==> src/rtl/wta_pkg.sv <==
// Shared WTA bus constants: selector codes, bus widths and the dump sequencer state type.
package wta_pkg;

  localparam int WTA_DATA_W = 16;
  localparam int WTA_SEL_W  = 8;

  localparam logic [WTA_SEL_W-1:0] WTA_SEL_N      = 8'd1;
  localparam logic [WTA_SEL_W-1:0] WTA_SEL_M      = 8'd2;
  localparam logic [WTA_SEL_W-1:0] WTA_SEL_P      = 8'd3;
  localparam logic [WTA_SEL_W-1:0] WTA_SEL_R1     = 8'd4;
  localparam logic [WTA_SEL_W-1:0] WTA_SEL_ROW    = 8'd5;
  localparam logic [WTA_SEL_W-1:0] WTA_SEL_COL    = 8'd6;
  localparam logic [WTA_SEL_W-1:0] WTA_SEL_CURR   = 8'd7;
  localparam logic [WTA_SEL_W-1:0] WTA_SEL_SUM    = 8'd8;
  localparam logic [WTA_SEL_W-1:0] WTA_SEL_STA    = 8'd9;
  localparam logic [WTA_SEL_W-1:0] WTA_SEL_STB    = 8'd10;
  localparam logic [WTA_SEL_W-1:0] WTA_SEL_STC    = 8'd11;
  localparam logic [WTA_SEL_W-1:0] WTA_SEL_A      = 8'd12;
  localparam logic [WTA_SEL_W-1:0] WTA_SEL_B      = 8'd13;
  localparam logic [WTA_SEL_W-1:0] WTA_SEL_R      = 8'd14;
  localparam logic [WTA_SEL_W-1:0] WTA_SEL_COREID = 8'd15;

  typedef enum logic [1:0] {
    ST_IDLE  = 2'd0,
    ST_SCAN  = 2'd1,
    ST_DRAIN = 2'd2
  } wta_state_e;

endpackage

==> src/rtl/wta_dump_fifo.sv <==
// Small synchronous capture FIFO with registered full/empty flags and a synchronous flush.
// Head word is read straight from the storage registers, so it is stable for a whole cycle.
module wta_dump_fifo #(
  parameter int WIDTH = 24,
  parameter int DEPTH = 4
) (
  input  logic             clk,
  input  logic             rst_n,
  input  logic             flush,
  input  logic             push,
  input  logic [WIDTH-1:0] push_data,
  input  logic             pop,
  output logic [WIDTH-1:0] head,
  output logic             full,
  output logic             empty
);

  localparam int AW = $clog2(DEPTH);
  localparam logic [AW:0] FULL_CNT = (AW+1)'(DEPTH);

  logic [WIDTH-1:0] mem [DEPTH];
  logic [AW-1:0]    wr_ptr;
  logic [AW-1:0]    rd_ptr;
  logic [AW:0]      count;
  logic [AW:0]      count_nx;
  logic             do_push;
  logic             do_pop;

  // A push while full is refused even if a pop happens in the same cycle.
  assign do_push = push & ~full;
  assign do_pop  = pop & ~empty;

  always_comb begin
    count_nx = count;
    if (do_push && !do_pop) begin
      count_nx = count + 1'b1;
    end else if (do_pop && !do_push) begin
      count_nx = count - 1'b1;
    end
  end

  always_ff @(posedge clk or negedge rst_n) begin
    if (!rst_n) begin
      wr_ptr <= '0;
      rd_ptr <= '0;
      count  <= '0;
      full   <= 1'b0;
      empty  <= 1'b1;
      for (int i = 0; i < DEPTH; i++) begin
        mem[i] <= '0;
      end
    end else if (flush) begin
      wr_ptr <= '0;
      rd_ptr <= '0;
      count  <= '0;
      full   <= 1'b0;
      empty  <= 1'b1;
    end else begin
      if (do_push) begin
        mem[wr_ptr] <= push_data;
        wr_ptr      <= wr_ptr + 1'b1;
      end
      if (do_pop) begin
        rd_ptr <= rd_ptr + 1'b1;
      end
      count <= count_nx;
      full  <= (count_nx == FULL_CNT);
      empty <= (count_nx == '0);
    end
  end

  assign head = mem[rd_ptr];

endmodule

==> src/rtl/wta_dump_seq.sv <==
// WTA register-dump sequencer: walks the WTA mux selector, captures each word with its code
// into a FIFO and streams the snapshot out over valid/ready, pulsing done when drained.
//
// state    | meaning
// ---------+-------------------------------------------------------------
// ST_IDLE  | waiting for start; WTA_en low, selector parked at 0
// ST_SCAN  | WTA_en high, one capture per cycle while the FIFO has room
// ST_DRAIN | all words captured, waiting for the consumer to empty FIFO
module wta_dump_seq
  import wta_pkg::*;
#(
  parameter int DATA_W     = WTA_DATA_W,
  parameter int SEL_W      = WTA_SEL_W,
  parameter int FIRST_SEL  = 1,
  parameter int LAST_SEL   = 15,
  parameter int FIFO_DEPTH = 4
) (
  input  logic              clk,
  input  logic              rst_n,
  input  logic              start,
  input  logic              abort,
  output logic [SEL_W-1:0]  WTA_sel,
  output logic              WTA_en,
  input  logic [DATA_W-1:0] wta_data,
  output logic              dump_valid,
  input  logic              dump_ready,
  output logic [DATA_W-1:0] dump_data,
  output logic [SEL_W-1:0]  dump_idx,
  output logic              busy,
  output logic              done
);

  localparam logic [SEL_W-1:0] FIRST_C = SEL_W'(FIRST_SEL);
  localparam logic [SEL_W-1:0] LAST_C  = SEL_W'(LAST_SEL);

  wta_state_e         state_q, state_d;
  logic [SEL_W-1:0]   sel_q, sel_d;
  logic               en_q, en_d;
  logic               done_q, done_d;
  logic               push;
  logic               flush;
  logic               pop;
  logic               fifo_full;
  logic               fifo_empty;
  logic [SEL_W+DATA_W-1:0] fifo_head;

  always_ff @(posedge clk or negedge rst_n) begin
    if (!rst_n) begin
      state_q <= ST_IDLE;
      sel_q   <= '0;
      en_q    <= 1'b0;
      done_q  <= 1'b0;
    end else begin
      state_q <= state_d;
      sel_q   <= sel_d;
      en_q    <= en_d;
      done_q  <= done_d;
    end
  end

  always_comb begin
    state_d = state_q;
    sel_d   = sel_q;
    en_d    = en_q;
    done_d  = 1'b0;
    push    = 1'b0;
    flush   = 1'b0;
    if (abort) begin
      state_d = ST_IDLE;
      sel_d   = '0;
      en_d    = 1'b0;
      flush   = 1'b1;
    end else begin
      unique case (state_q)
        ST_IDLE: begin
          // The done cycle sits in IDLE but must not accept a new start.
          if (start && !done_q) begin
            sel_d   = FIRST_C;
            en_d    = 1'b1;
            state_d = ST_SCAN;
          end
        end
        ST_SCAN: begin
          if (!fifo_full) begin
            push = 1'b1;
            if (sel_q == LAST_C) begin
              sel_d   = '0;
              en_d    = 1'b0;
              state_d = ST_DRAIN;
            end else begin
              sel_d = sel_q + 1'b1;
            end
          end
        end
        ST_DRAIN: begin
          if (fifo_empty) begin
            done_d  = 1'b1;
            state_d = ST_IDLE;
          end
        end
        default: begin
          state_d = ST_IDLE;
          sel_d   = '0;
          en_d    = 1'b0;
        end
      endcase
    end
  end

  assign pop = dump_valid & dump_ready;

  wta_dump_fifo #(
    .WIDTH (SEL_W + DATA_W),
    .DEPTH (FIFO_DEPTH)
  ) u_fifo (
    .clk       (clk),
    .rst_n     (rst_n),
    .flush     (flush),
    .push      (push),
    .push_data ({sel_q, wta_data}),
    .pop       (pop),
    .head      (fifo_head),
    .full      (fifo_full),
    .empty     (fifo_empty)
  );

  assign WTA_sel    = sel_q;
  assign WTA_en     = en_q;
  assign dump_valid = ~fifo_empty;
  assign dump_idx   = fifo_head[SEL_W+DATA_W-1:DATA_W];
  assign dump_data  = fifo_head[DATA_W-1:0];
  assign busy       = (state_q == ST_SCAN) || (state_q == ST_DRAIN);
  assign done       = done_q;

endmodule
==> config.mk <==
export PLATFORM = sky130hd
export DESIGN_NAME = wta_dump_seq
export DESIGN_NICKNAME = d
export VERILOG_FILES = /design/src/rtl/wta_pkg.sv /design/src/rtl/wta_dump_fifo.sv /design/src/rtl/wta_dump_seq.sv
export SDC_FILE = /design/constraint.sdc
export NUM_CORES = 1
export LEC_CHECK = 0
export CELL_PAD_IN_SITES_DETAIL_PLACEMENT = 1
export CELL_PAD_IN_SITES_GLOBAL_PLACEMENT = 1
export CORE_MARGIN = 5
export CORE_UTILIZATION = 35
export DETAILED_ROUTE_END_ITERATION = 10
export PLACE_DENSITY_LB_ADDON = 0.1
export SETUP_SLACK_MARGIN = 0.1
export SLEW_MARGIN = 10
export SYNTH_ARGS = -nofsm -noshare
export SYNTH_HDL_FRONTEND = slang
export SYNTH_SLANG_ARGS = --single-unit
export TNS_END_PERCENT = 20
==> constraint.sdc <==
create_clock -name clk -period 1.9 [get_ports clk]
set_input_delay 0.285 -clock clk [delete_from_list [all_inputs] [get_ports clk]]
set_output_delay 0.285 -clock clk [all_outputs]
set_load 0.02 [all_outputs]
# Word level (Yosys, flattened, before mapping)
# Cells that the tools add are included.
# word_totals
regBits	117
output_inout_bits	36
# classes
addsub	5
magnitude_cmp	3
eq_ne	9
muxes	38
n_bitwise	8
reduce_logical	16
# op_table
cell	n
96-bit bitwise mux	1
24-bit two-way mux	3
24-bit binary-select mux with 2-bit select	1
24-bit demux with 2-bit select	1
8-bit two-way mux	4
8-bit case mux with 3 select lines	1
2-bit two-way mux	9
1-bit two-way mux	13
3-bit two-way mux	3
3-bit != test, second input constant	3
8-bit by 1-bit adder with 8-bit output, second input constant	1
8-bit by 4-bit == test with 1-bit output, second input constant	1
4-bit AND reduction	2
3-bit >= comparator, second input constant	2
2-bit NOT with 3-bit output	2
2-bit case mux with 3 select lines	1
2-bit by 1-bit adder with 2-bit output, second input constant	2
1-bit logical AND	4
2-bit nonzero test	2
3-bit by 1-bit adder with 3-bit output, second input constant	1
1-bit AND	3
3-bit == test, second input constant	1
1-bit logical NOT	3
3-bit logical NOT	1
12 further kinds	14

# Logic depth before layout (Yosys ltp)
# Gate-level depths: netlist (run 1).
# logic_depth
depth_word	10
ltp_mapped	8

# Modules after synthesis
# Synthesis (run 1) repeated with hierarchy kept, for this count alone.
# unflattened
cells_unflattened	384
hier_area_um2	5652.9
# by_module_without_submodules
module	instances	cells_per_inst	area_per_inst_um2
wta_dump_fifo	1	301	4884.7
wta_dump_seq	1	83	768.2

# Worst setup path after synthesis (run 1)
# Ideal clock, no wire load.
# synth_path
path_kind	register -> register
start	register state_q[1]
end	register u_fifo.mem[19] (netlist bit)
setup_time_ns	0.128
arrival_time_ns	1.780
required_time_ns	1.772
setup_slack_ns	-0.008
path_stages_with_launch	9
n_path_buf	3
synth_period_minus_slack_ns	1.908
path_cell_list	dfrtp_1 > inv_1 > ha_1 > nor3b_2 > buf_4 > and2_1 > buf_6 > buf_6 > mux2_1
# synth_via
elab_chain_len	5
# synth_lines
item	line_no	rtl
start: declaration	wta_dump_seq.sv:36	wta_state_e state_q, state_d;
start signal: assignment	wta_dump_seq.sv:54	state_q <= state_d;
2-bit by 1-bit == test with 1-bit output	wta_dump_seq.sv:74	unique case (state_q)
1-bit two-way mux	wta_dump_seq.sv:74	
1-bit two-way mux	wta_dump_seq.sv:68	if (abort) begin
1-bit AND	wta_dump_fifo.sv:30	assign do_push = push & ~full;
2-bit AND reduction (no source line)	n/a	
end signal: indexed assignment	wta_dump_fifo.sv:60	mem[wr_ptr] <= push_data;
end: declaration	wta_dump_fifo.sv:21	logic [WIDTH-1:0] mem [DEPTH];
# No other way between the ends.
# A chain may end at the register's enable or synchronous reset.

# Worst setup path after layout (run 1)
# layout_path
start	register u_fifo.rd_ptr[0]
end	output dump_data[13]
# layout_via
elab_chain_len	4
# layout_lines
item	line_no	rtl
start: declaration	wta_dump_fifo.sv:23	logic [AW-1:0] rd_ptr;
start signal: assignment	wta_dump_fifo.sv:64	rd_ptr <= rd_ptr + 1'b1;
2-bit NOT with 3-bit output (not written as such)	wta_dump_fifo.sv:72	assign head = mem[rd_ptr];
24-bit binary-select mux with 2-bit select	wta_dump_fifo.sv:72	
24-bit two-way mux (not written as such) (2 in a row)	wta_dump_fifo.sv:72	
end: declaration	wta_dump_seq.sv:27	output logic [DATA_W-1:0] dump_data,
# No other way between the ends. The select of a mux whose other input is x is not followed.

==> summary.md, run 1 <==
| Metric | Value |
|---|---|
| Dominant synthesized flop cell | dfrtp_1 |
| Die area | between 15000 and 20000 um^2 |
| CTS tree | done |
| Worst setup endpoint | dump_data[13] |
| Asr flop ratio synth | 100% |
| DR pass1 iterations | 4 |
| CTS Sinks | ~120 |
| Power per Cell Area | 1410 nW/um^2 |
| CP top delay family | multiplexers |
| Max Slew Vio Count | 0 |
| Failing checks | negative setup slack |
| Met3 wire length | around 380 um |
| Setup Skew | 0.00597 ns |
| Setup crit start | u_fifo.rd_ptr[0] |
| Synth top area share | between 50% and 60% |
| Final Hold Viols | 0 |
| CTS Buf Count | 17 |
| Worst r2r src | state_q[1] |
| CP required | ~1.6 ns |
| Vias in the first global route | slightly below 4000 |
| Clock buffer depth | 2 |
| CTS H-tree depth | 4 |
| Syn_nets | 400 |
| Post-Place Cells | 651 |
| Max Fanout on Critical Path | 8 |
| Period utilisation layout | 109% |
| Max cap viols | 0 |
| Slowest cell on the critical path | mux4_2 |
| Initial antenna violation count | 0 |
| Pin count of the biggest net entering global routing | between 50 and 60 |
| Crit Path Category | reg2out |
| Seq/Total Area, Yosys | between 50% and 60% |
| Worst-path clk slew | around 0.050 ns |
| Int Pwr | ~7600 uW |
| EDFF count, synth | 0 |
| Synth cell count leaders | dfrtp_1, mux2_2, mux4_2 |
| Gr ovfl total | 0 |
| Die Height | approximately 140 um |
| Terminus of the critical flop-to-flop path | u_fifo.mem[53] |
| Setup violations, final | 24 |
| Fin nets | 491 |
| CP endpoint kind | output pin |
| Net switching power | around 3000 uW |
| DRC | 0 |
| Routed Antenna Nets | 0 |
| RSZ-0062 raised after global routing | yes |
| CP max stage delay | a little over 0.5 ns |
| Status | finished with violations |
| FF-to-FF path depth | 7 |
| Cell area after layout | roughly 7500 um^2 |
| Ports | 57 |
| N_diodes | 0 |
| Synthesis warning total | 0 |
| Post-Synthesis Cells | 368 |
| Share of post-route cells with drive strength above 1 | around 48% |
| HPWL after detailed placement | a little under 9000 um |
| CP Cell Sequence | buf_12, buf_16, mux4_2, buf_6 |
| Relative slew slack | about 68% |
| Detail Route met2 WL | just under 7000 um |
| Via Count | around 3400 |
| Arrival time of the worst setup path | ~1.8 ns |
| Yosys cell types | 49 |
| Area growth syn-to-layout | 35.6% |
| Row count | 46 |
| Routed Wire Length | 13300 um |
| Routed wire length per instance | roughly 20 um |
| Setup ws final | -0.179 ns |
| Syn Std Cell Area | 5550 um^2 |
| Most frequent cell after synthesis | dfrtp_1 |
| Worst Path Buf+Inv | 3 |
| Worst Max-Slew Pin Slew | ~0.48 ns |
| M1 WL | about 5900 um |
| Final std cells w/o fill | around 690 |
| CP Launch Type | flop |
| Worst-skew pair later-pin latency | a little over 0.4 ns |
| Peak supply drop | between 0.6 and 0.7 mV |
| Sw frac | between 20 and 30% |
| Initial detailed-routing violation count | 102 |
| Peak Freq | between 400 and 500 MHz |
| Total GRT Usage | between 10% and 20% |
| Core ar. | around 16000 um^2 |
| Width of the die | approximately 140 um |
| Period minus WS final | roughly 2.1 ns |
| Critical Path Stages | 4 |
| Effective utilization at floorplan | between 30% and 40% |
| Synthesized flop and latch total | approximately 120 |
| Area contributors post-synth | dfrtp_1, mux2_2, mux4_2, mux2_4, mux2_1 |
| Worst slack, placed | -0.254 ns |
| Vias per cell | between 4 and 5 |
| Top cell type by total area after synthesis | dfrtp_1 |
| Dpl cell area | 6570 um^2 |
| Comb pwr share | between 30% and 40% |
| Total Power | between 10000 and 15000 uW |
| Avg Cell Area, Syn | ~15 um^2 |
| PortBufs | between 50 and 60 |
| Clock Root Buffer | clkbuf_16 |
| Final GP Congestion | 0.734 |
| HP Class | in2async |
| Setup TNS | -2.86 ns |
| First-pass GRT wire length | around 22000 um |
| P_leak | ~0.0034 uW |
| Reg power frac | approximately a third |
| Top layer in use | met4 |
| Clk pwr share | between 30% and 40% |
| R2r setup slk | 0.16 ns |
[worst reg2reg max path, stage by stage, from the launching register on]
cell     delay [ns]
dfrtp_1        0.39
inv_2          0.09
ha_4           0.14
nor3b_4        0.17
buf_6          0.14
and2_4         0.16
buf_12         0.19
mux2_2         0.35
[sequential cells by signal (all words and copies together), names as in the netlist, 2 cells and up]
signal and cells:
u_fifo.count 3, WTA_sel 8, u_fifo.mem 96, u_fifo.rd_ptr 2
state_q 2, u_fifo.wr_ptr 2
[worst min-delay path by stage]
stage / from / to / slack (ns) / cells after the start
after floorplan: rst_n / WTA_en / -0.01 / 0
after global placement: rst_n / u_fifo.mem[87] / 0.28 / 1
after detailed placement: rst_n / u_fifo.mem[87] / 0.28 / 1
after CTS: rst_n / u_fifo.mem[87] / 0.40 / 2
after global routing: rst_n / u_fifo.mem[87] / 0.42 / 2
final: rst_n / u_fifo.mem[87] / 0.38 / 2
[per-stage QoR]
stage               utilization, %  hold slack, ns
finish                        47.9           0.380
global route                  47.9           0.421
CTS                           46.6           0.397
detailed placement            41.8           0.284
global placement              41.8           0.282
floorplan                        -         -0.0106
[layout make-up]
class,instances,area [um^2]
inverter,9,33.8
multi-input combinational,219,2600
tap,216,270
clock buffer,23,498
sequential,117,2930
timing repair buffer,95,1030
fill,1515,8180
clock inverter,8,169
[repair_timing]
| item | CTS | global route |
|---|---|---|
| setup buffers | 1 | 2 |
| hold buffers | 1 | 0 |
| resized for setup | 161 | 52 |
| pin swaps | 0 | 3 |
| hold endpoints to repair | 29 | 0 |
| cloned | 1 | 0 |
| endpoints found under the setup margin | 102 | 131 |
[per-layer routing]
metal	vias to the layer above	global-route usage, %
met1	1773	19.6
met5	-	0
met4	0	5.38
met3	10	4.03
met2	45	26.3
li1	1542	-
[layout by cell type, fill, tap and decap left out, types with 6 or more instances in the layout]
cell	count
dfrtp_1	114
mux2_4	49
mux2_2	36
buf_6	29
mux4_2	24
clkdlybuf4s50_1	21
buf_4	21
clkbuf_16	17
mux2_1	12
nor2_1	11
ha_1	10
dlygate4sd2_1	9
nand2_1	8
buf_12	8
inv_1	7
and3_1	6
[power groups by stage]
stage	logic (uW)	registers [uW]	clock network, uW
5_1_grt	3850	3600	3800
3_5_place_dp	3270	3550	0
3_3_place_gp	3190	3510	0
2_1_floorplan	2080	3450	0
6_report	3550	3520	3580
4_1_cts	3380	3520	3670
[cell families (layout without fill, tap and decap cells)]
| kind of cell | count (synthesis) | after routing | synth area share (%) |
|---|---|---|---|
| xor+xnor | 5 | 5 | 0.789 |
| mux | 122 | 122 | 30.9 |
| simple gates | 51 | 51 | 4.96 |
| compound gates | 30 | 30 | 4.46 |
| buf+inv | 32 | 135 | 3.63 |
| flops | 117 | 117 | 52.7 |
| fa+ha+maj | 11 | 11 | 2.48 |
(Power assumes the default switching activity.)
==> run 2, diff against run 1 <==
--- a/config.mk
+++ b/config.mk
@@ -13,4 +13,5 @@
 export PLACE_DENSITY_LB_ADDON = 0.1
+export REMOVE_ABC_BUFFERS = 1
 export SETUP_SLACK_MARGIN = 0.1
-export SLEW_MARGIN = 10
+export SLEW_MARGIN = 20
 export SYNTH_ARGS = -nofsm -noshare
==> constraint.sdc (replaced) <==
create_clock -name clk -period 1.9 [get_ports clk]
set_input_delay 0.38 -clock clk [delete_from_list [all_inputs] [get_ports clk]]
set_output_delay 0.38 -clock clk [all_outputs]
set_load 0.02 [all_outputs]
==> run 2 against run 1 <==
Register-to-register slack worse by 0.07 ns. The flow still finishes with violations (negative setup slack). Combinational power is 1% higher. Final cell count is 0.87% lower. Global-route usage is 0.30 points lower. Utilization is 0.60 points lower.
==> summary.md, run 2 (synthesized netlist as in run 1, its figures left out) <==
| Metric | Value |
|---|---|
| Met2 usage | about a quarter |
| Die Height | approximately 140 um |
| Commonest non-fill, non-tap cells in the layout | dfrtp_1, mux2_4, mux4_2, buf_4, clkdlybuf4s50_1 |
| Fin nets | ~490 |
| Area growth syn-to-layout | 33.9% |
| Max cap viols | 0 |
| CP required | 1.52 ns |
| Power per Cell Area | 1360 nW/um^2 |
| Vias per cell | about 5 |
| Max Fanout on Critical Path | 13 |
| Setup Skew | between 0.007 and 0.008 ns |
| Failing checks | negative setup slack |
| Arrival time of the worst setup path | 1.72 ns |
| Relative slew slack | a little over three fifths |
| N_diodes | 0 |
| Period minus WS final | between 2 and 2.5 ns |
| Final Hold Viols | 0 |
| First-pass GRT wire length | between 20000 and 25000 um |
| Clk pwr share | 29.5% |
| Initial antenna violation count | 0 |
| CP top delay family | multiplexers |
| Comb pwr share | between 30% and 40% |
| PortBufs | 56 |
| Cell area after layout | between 7000 and 8000 um^2 |
| CP Cell Sequence | buf_12, mux4_2, buf_2 |
| Gr ovfl total | 0 |
| Share of post-route cells with drive strength above 1 | between 40% and 50% |
| Core Util, Final | 47.3% |
| HPWL after detailed placement | roughly 8500 um |
| Largest register by flop count | u_fifo.mem |
| CP max stage delay | 0.55 ns |
| Core ar. | ~16000 um^2 |
| Vias in the first global route | between 3000 and 4000 |
| Net switching power | between 3000 and 4000 uW |
| Peak supply drop | ~0.7 mV |
| Worst slack, placed | -0.260 ns |
| P_leak | about 0.0034 uW |
| Worst Path Buf+Inv | 2 |
| Commonest non-fill, non-tap cell in the layout | dfrtp_1 |
| Crit Path Category | reg2out |
| Slowest cell on the critical path | mux4_2 |
| Final GP Congestion | ~0.77 |
| Fillers | around 1600 |
| CTS tree | done |
| Worst Max-Slew Pin Slew | 0.553 ns |
| Ports | 57 |
| DRC | 0 |
| Max FFs per register | 96 |
| DR pass1 iterations | 6 |
| Peak Freq | about 480 MHz |
| Global routing's busiest layer | met2 |
| Pin count of the biggest net entering global routing | 45 |
| Status | finished with violations |
| Worst-path clk slew | approximately 0.050 ns |
| Reg power frac | 34.9% |
| Die area | 18500 um^2 |
| Row count | 46 |
| Initial detailed-routing violation count | approximately 130 |
| RSZ-0062 raised after global routing | yes |
| Routed Wire Length | about 13000 um |
| Max Slew Vio Count | 0 |
| CP endpoint kind | output pin |
| Period utilisation layout | 111% |
| Met1 track demand over resource | roughly a fifth |
| Hold WS | a little under 0.5 ns |
| Effective utilization at floorplan | between 30% and 40% |
| Total GRT Usage | around 15% |
| Setup violations, final | 24 |
| Met3 usage in global routing | under 10% |
| HP Class | reg2reg |
| Setup ws final | -0.200 ns |
| Via Count | approximately 3400 |
| Int Pwr | a little over 7000 uW |
| Dpl cell area | around 6600 um^2 |
| CTS Sinks | about 120 |
| Worst-skew pair later-pin latency | around 0.4 ns |
| Sw frac | 29.9% |
| Clock Root Buffer | clkbuf_16 |
| Clock buffer depth | 2 |
| Routed Antenna Nets | 0 |
| CP Launch Type | flop |
| CTS H-tree depth | 4 |
| CTS Buf Count | 17 |
| Width of the die | around 140 um |
| Routed wire length per instance | between 15 and 20 um |
run 2: area by class of cell:
type	instances	area, um^2	share of cell area (%)
multi-input cells	219	2750	36.9
repair buffers	91	911	12.3
clock inverters	5	50.0	0.673
flip-flops and latches	117	2930	39.4
inverters	9	33.8	0.454
well taps	216	270	3.64
clock buffers	24	492	6.61
run 2: worst reg2reg max path, delay by kind of cell (launching register included):
kind	cells	cell delay [ns]
simple gates	2	0.63
compound gates	2	0.35
flops	1	0.39
fa+ha+maj	1	0.13
buf+inv	2	0.21
run 2: worst paths after layout:
path / slack (ns) / cells past startpoint / startpoint / end
worst max-delay path: -0.20 / 3 / u_fifo.rd_ptr[0] / dump_idx[5]
worst min-delay path: 0.49 / 1 / u_fifo.mem[19] / u_fifo.mem[19]
worst max register to register: 0.09 / 7 / state_q[1] / u_fifo.empty
worst min register to register: 0.49 / 1 / u_fifo.mem[19] / u_fifo.mem[19]
max in group asynchronous: 0.76 / 3 / rst_n / WTA_sel[4]
min in group asynchronous: 0.51 / 2 / rst_n / u_fifo.mem[12]
run 2: power groups by stage:
stage / Sequential, uW / Combinational (uW) / Clock [uW]
6_report: 3520 / 3590 / 2970
5_1_grt: 3610 / 3890 / 3180
4_1_cts: 3510 / 3210 / 3050
3_5_place_dp: 3520 / 3320 / 0
3_3_place_gp: 3490 / 3240 / 0
2_1_floorplan: 3500 / 1940 / 0
run 2: per-layer routing:
metal | up-vias | wire (um)
li1 | 1523 | -
met5 | - | 0
met1 | 1778 | 6200
met4 | 0 | 197
met3 | 15 | 425
met2 | 56 | 6470
run 2: timing repair:
item                                   4_1_cts  5_1_grt
hold buffers                                 1        0
gates resized for setup                    133       86
buffers inserted                             1        0
setup endpoints to repair                  126      109
pin swaps                                    0        7
endpoints found under the hold margin       35        0
cloned                                       0        0
run 2: through the flow:
step	instances	setup TNS [ns]	power (uW)
3_5_place_dp	650	-17.90	6840
6_report	681	-3.76	10100
4_1_cts	681	-4.99	9760
2_1_floorplan	345	-59.74	5440
3_3_place_gp	650	-15.94	6730
5_1_grt	681	-5.33	10700
==> run 3, diff against run 2 <==
CELL_PAD_IN_SITES_DETAIL_PLACEMENT = 0   (was 1)
==> run 3 against run 2 <==
Setup slack lost 0.054 ns. Worst hold slack got worse by 0.0032 ns. Total power up 6.5%. Critical path type unchanged. Sequential share of layout area is 1.3 points lower. Critical path depth rose by 1. The flow still finishes with violations (negative setup slack). Global-route usage decreased by 0.53 points.
==> summary.md, run 3 (synthesized netlist as in run 1, its figures left out) <==
| Metric | Value |
|---|---|
| First-pass GRT wire length | 20800 um |
| Share of post-route cells with drive strength above 1 | 49.2% |
| Initial detailed-routing violation count | between 150 and 200 |
| Fillers | around 1400 |
| Period minus WS final | 2.15 ns |
| Setup violations, final | 24 |
| Arrival time of the worst setup path | ~1.8 ns |
| Peak Freq | 464 MHz |
| Max FFs per register | 96 |
| CP endpoint kind | output pin |
| Clock Root Buffer | clkbuf_16 |
| Via Count | ~3400 |
| Core Util, Final | between 40 and 50% |
| Initial antenna violation count | 0 |
| Commonest non-fill, non-tap cell in the layout | dfrtp_1 |
| Area growth syn-to-layout | 38.3% |
| Core ar. | 15700 um^2 |
| Worst Max-Slew Pin Slew | 0.556 ns |
| CP max stage delay | 0.52 ns |
| Routed wire length per instance | 18.6 um |
| Setup Skew | between 0.008 and 0.009 ns |
| Failing checks | negative setup slack |
| Final std cells w/o fill | between 600 and 700 |
| Max Fanout on Critical Path | 6 |
| Row count | 46 |
| Die area | 18500 um^2 |
| CP top delay family | multiplexers |
| CTS tree | done |
| Total GRT Usage | between 10% and 20% |
| DR pass1 iterations | 5 |
| Ports | 57 |
| Worst Path Buf+Inv | 3 |
| Vias per cell | ~4.9 |
| Effective utilization at floorplan | 35.3% |
| Max Slew Vio Count | 0 |
| Post-Place Cells | 650 |
| Pin count of the biggest net entering global routing | 45 |
| Worst-path clk slew | 0.05 ns |
| PortBufs | 56 |
| Commonest non-fill, non-tap cells in the layout | dfrtp_1, mux2_4, buf_6, mux4_2, buf_4 |
| Gr ovfl total | 0 |
| Setup TNS | -4.78 ns |
| Peak supply drop | around 0.79 mV |
| Power per Cell Area | between 1000 and 1500 nW/um^2 |
| Worst-skew pair later-pin latency | roughly 0.41 ns |
| Setup ws final | -0.254 ns |
| HP Class | reg2reg |
| Largest register by flop count | u_fifo.mem |
| Total Power | approximately 11000 uW |
| Routed Antenna Nets | 0 |
| Multi-input logic area | ~2700 um^2 |
| CP required | ~1.5 ns |
| Clock buffer depth | 2 |
| CTS Sinks | ~120 |
| RSZ-0062 raised after global routing | yes |
| Width of the die | 136 um |
| CP Launch Type | flop |
| Status | finished with violations |
| CP dominant cell by count | buf_6 |
| Fin nets | around 500 |
| Routed Wire Length | ~13000 um |
| DRC | 0 |
| FF+latch area | 2930 um^2 |
| CTS Buf Count | 17 |
| CTS H-tree depth | 4 |
| CP Cell Sequence | buf_6, buf_16, mux4_2, buf_6 |
| Period utilisation layout | 113% |
| Slowest cell on the critical path | mux4_2 |
| Die Height | roughly 140 um |
| HPWL after detailed placement | between 7000 and 8000 um |
| Relative slew slack | a little over three fifths |
| N_diodes | 0 |
| P_leak | roughly 0.0035 uW |
| Crit Path Category | reg2out |
| Max cap viols | 0 |
| Final Hold Viols | 0 |
| Vias in the first global route | 3738 |
| Final GP Congestion | about 0.77 |
## run 3: changes by cell type in the layout (fill, tap and decap cells not counted), moves of 2 or more
cell,delta
buf_16,+2
buf_2,-15
buf_6,+17
bufinv_16,+3
mux2_1,+2
mux2_4,-2
## run 3: area by class of cell
type                    instances  area share, %
well taps                     216           3.52
multi-input cells             219           35.6
inverters                       9          0.440
repair buffers                 95           14.1
clock inverters                 9           1.94
flip-flops and latches        117           38.2
clock buffers                  23           6.22
## run 3: where the power goes
part	switching [uW]	total [uW]	leakage [uW]	internal [uW]
sequential	378	3510	0.00156	3130
clock	1100	3390	0.000311	2290
combinational	1580	3840	0.00167	2250
total	3060	10700	0.00353	7680
## run 3: timing repair
action,CTS,global route
hold endpoints to repair,35,0
setup endpoints to repair,117,102
hold buffers,1,0
gates resized for setup,197,54
setup buffers,3,0
pin swaps,1,6
gates cloned,2,0
## run 3: worst paths after layout
path,end,cells past startpoint,slack [ns],startpoint
setup reg to reg,u_fifo.mem[54],7,0.11,state_q[1]
min in group asynchronous,u_fifo.mem[36],2,0.50,rst_n
hold reg to reg,u_fifo.mem[20],1,0.48,u_fifo.mem[20]
hold / removal,u_fifo.mem[20],1,0.48,u_fifo.mem[20]
max in group asynchronous,WTA_sel[4],3,0.76,rst_n
setup / recovery,dump_idx[3],4,-0.25,u_fifo.rd_ptr[0]
## run 3: metrics by stage
stage | hold WS, ns | setup WS (ns) | cell area, um^2
final | 0.484 | -0.254 | 7680
after global routing | 0.505 | -0.328 | 7680
after CTS | 0.483 | -0.296 | 7480
after detailed placement | 0.407 | -0.180 | 6600
after global placement | 0.397 | -0.165 | 6600
after floorplan | 0.0844 | -0.634 | 5390
## run 3: layer usage
metal,up-vias,global-route usage [%],wire length [um]
li1,1549,-,-
met1,1749,19.7,6090
met2,64,23.0,6010
met3,16,4.48,550
met4,0,5.26,168
met5,-,0,0
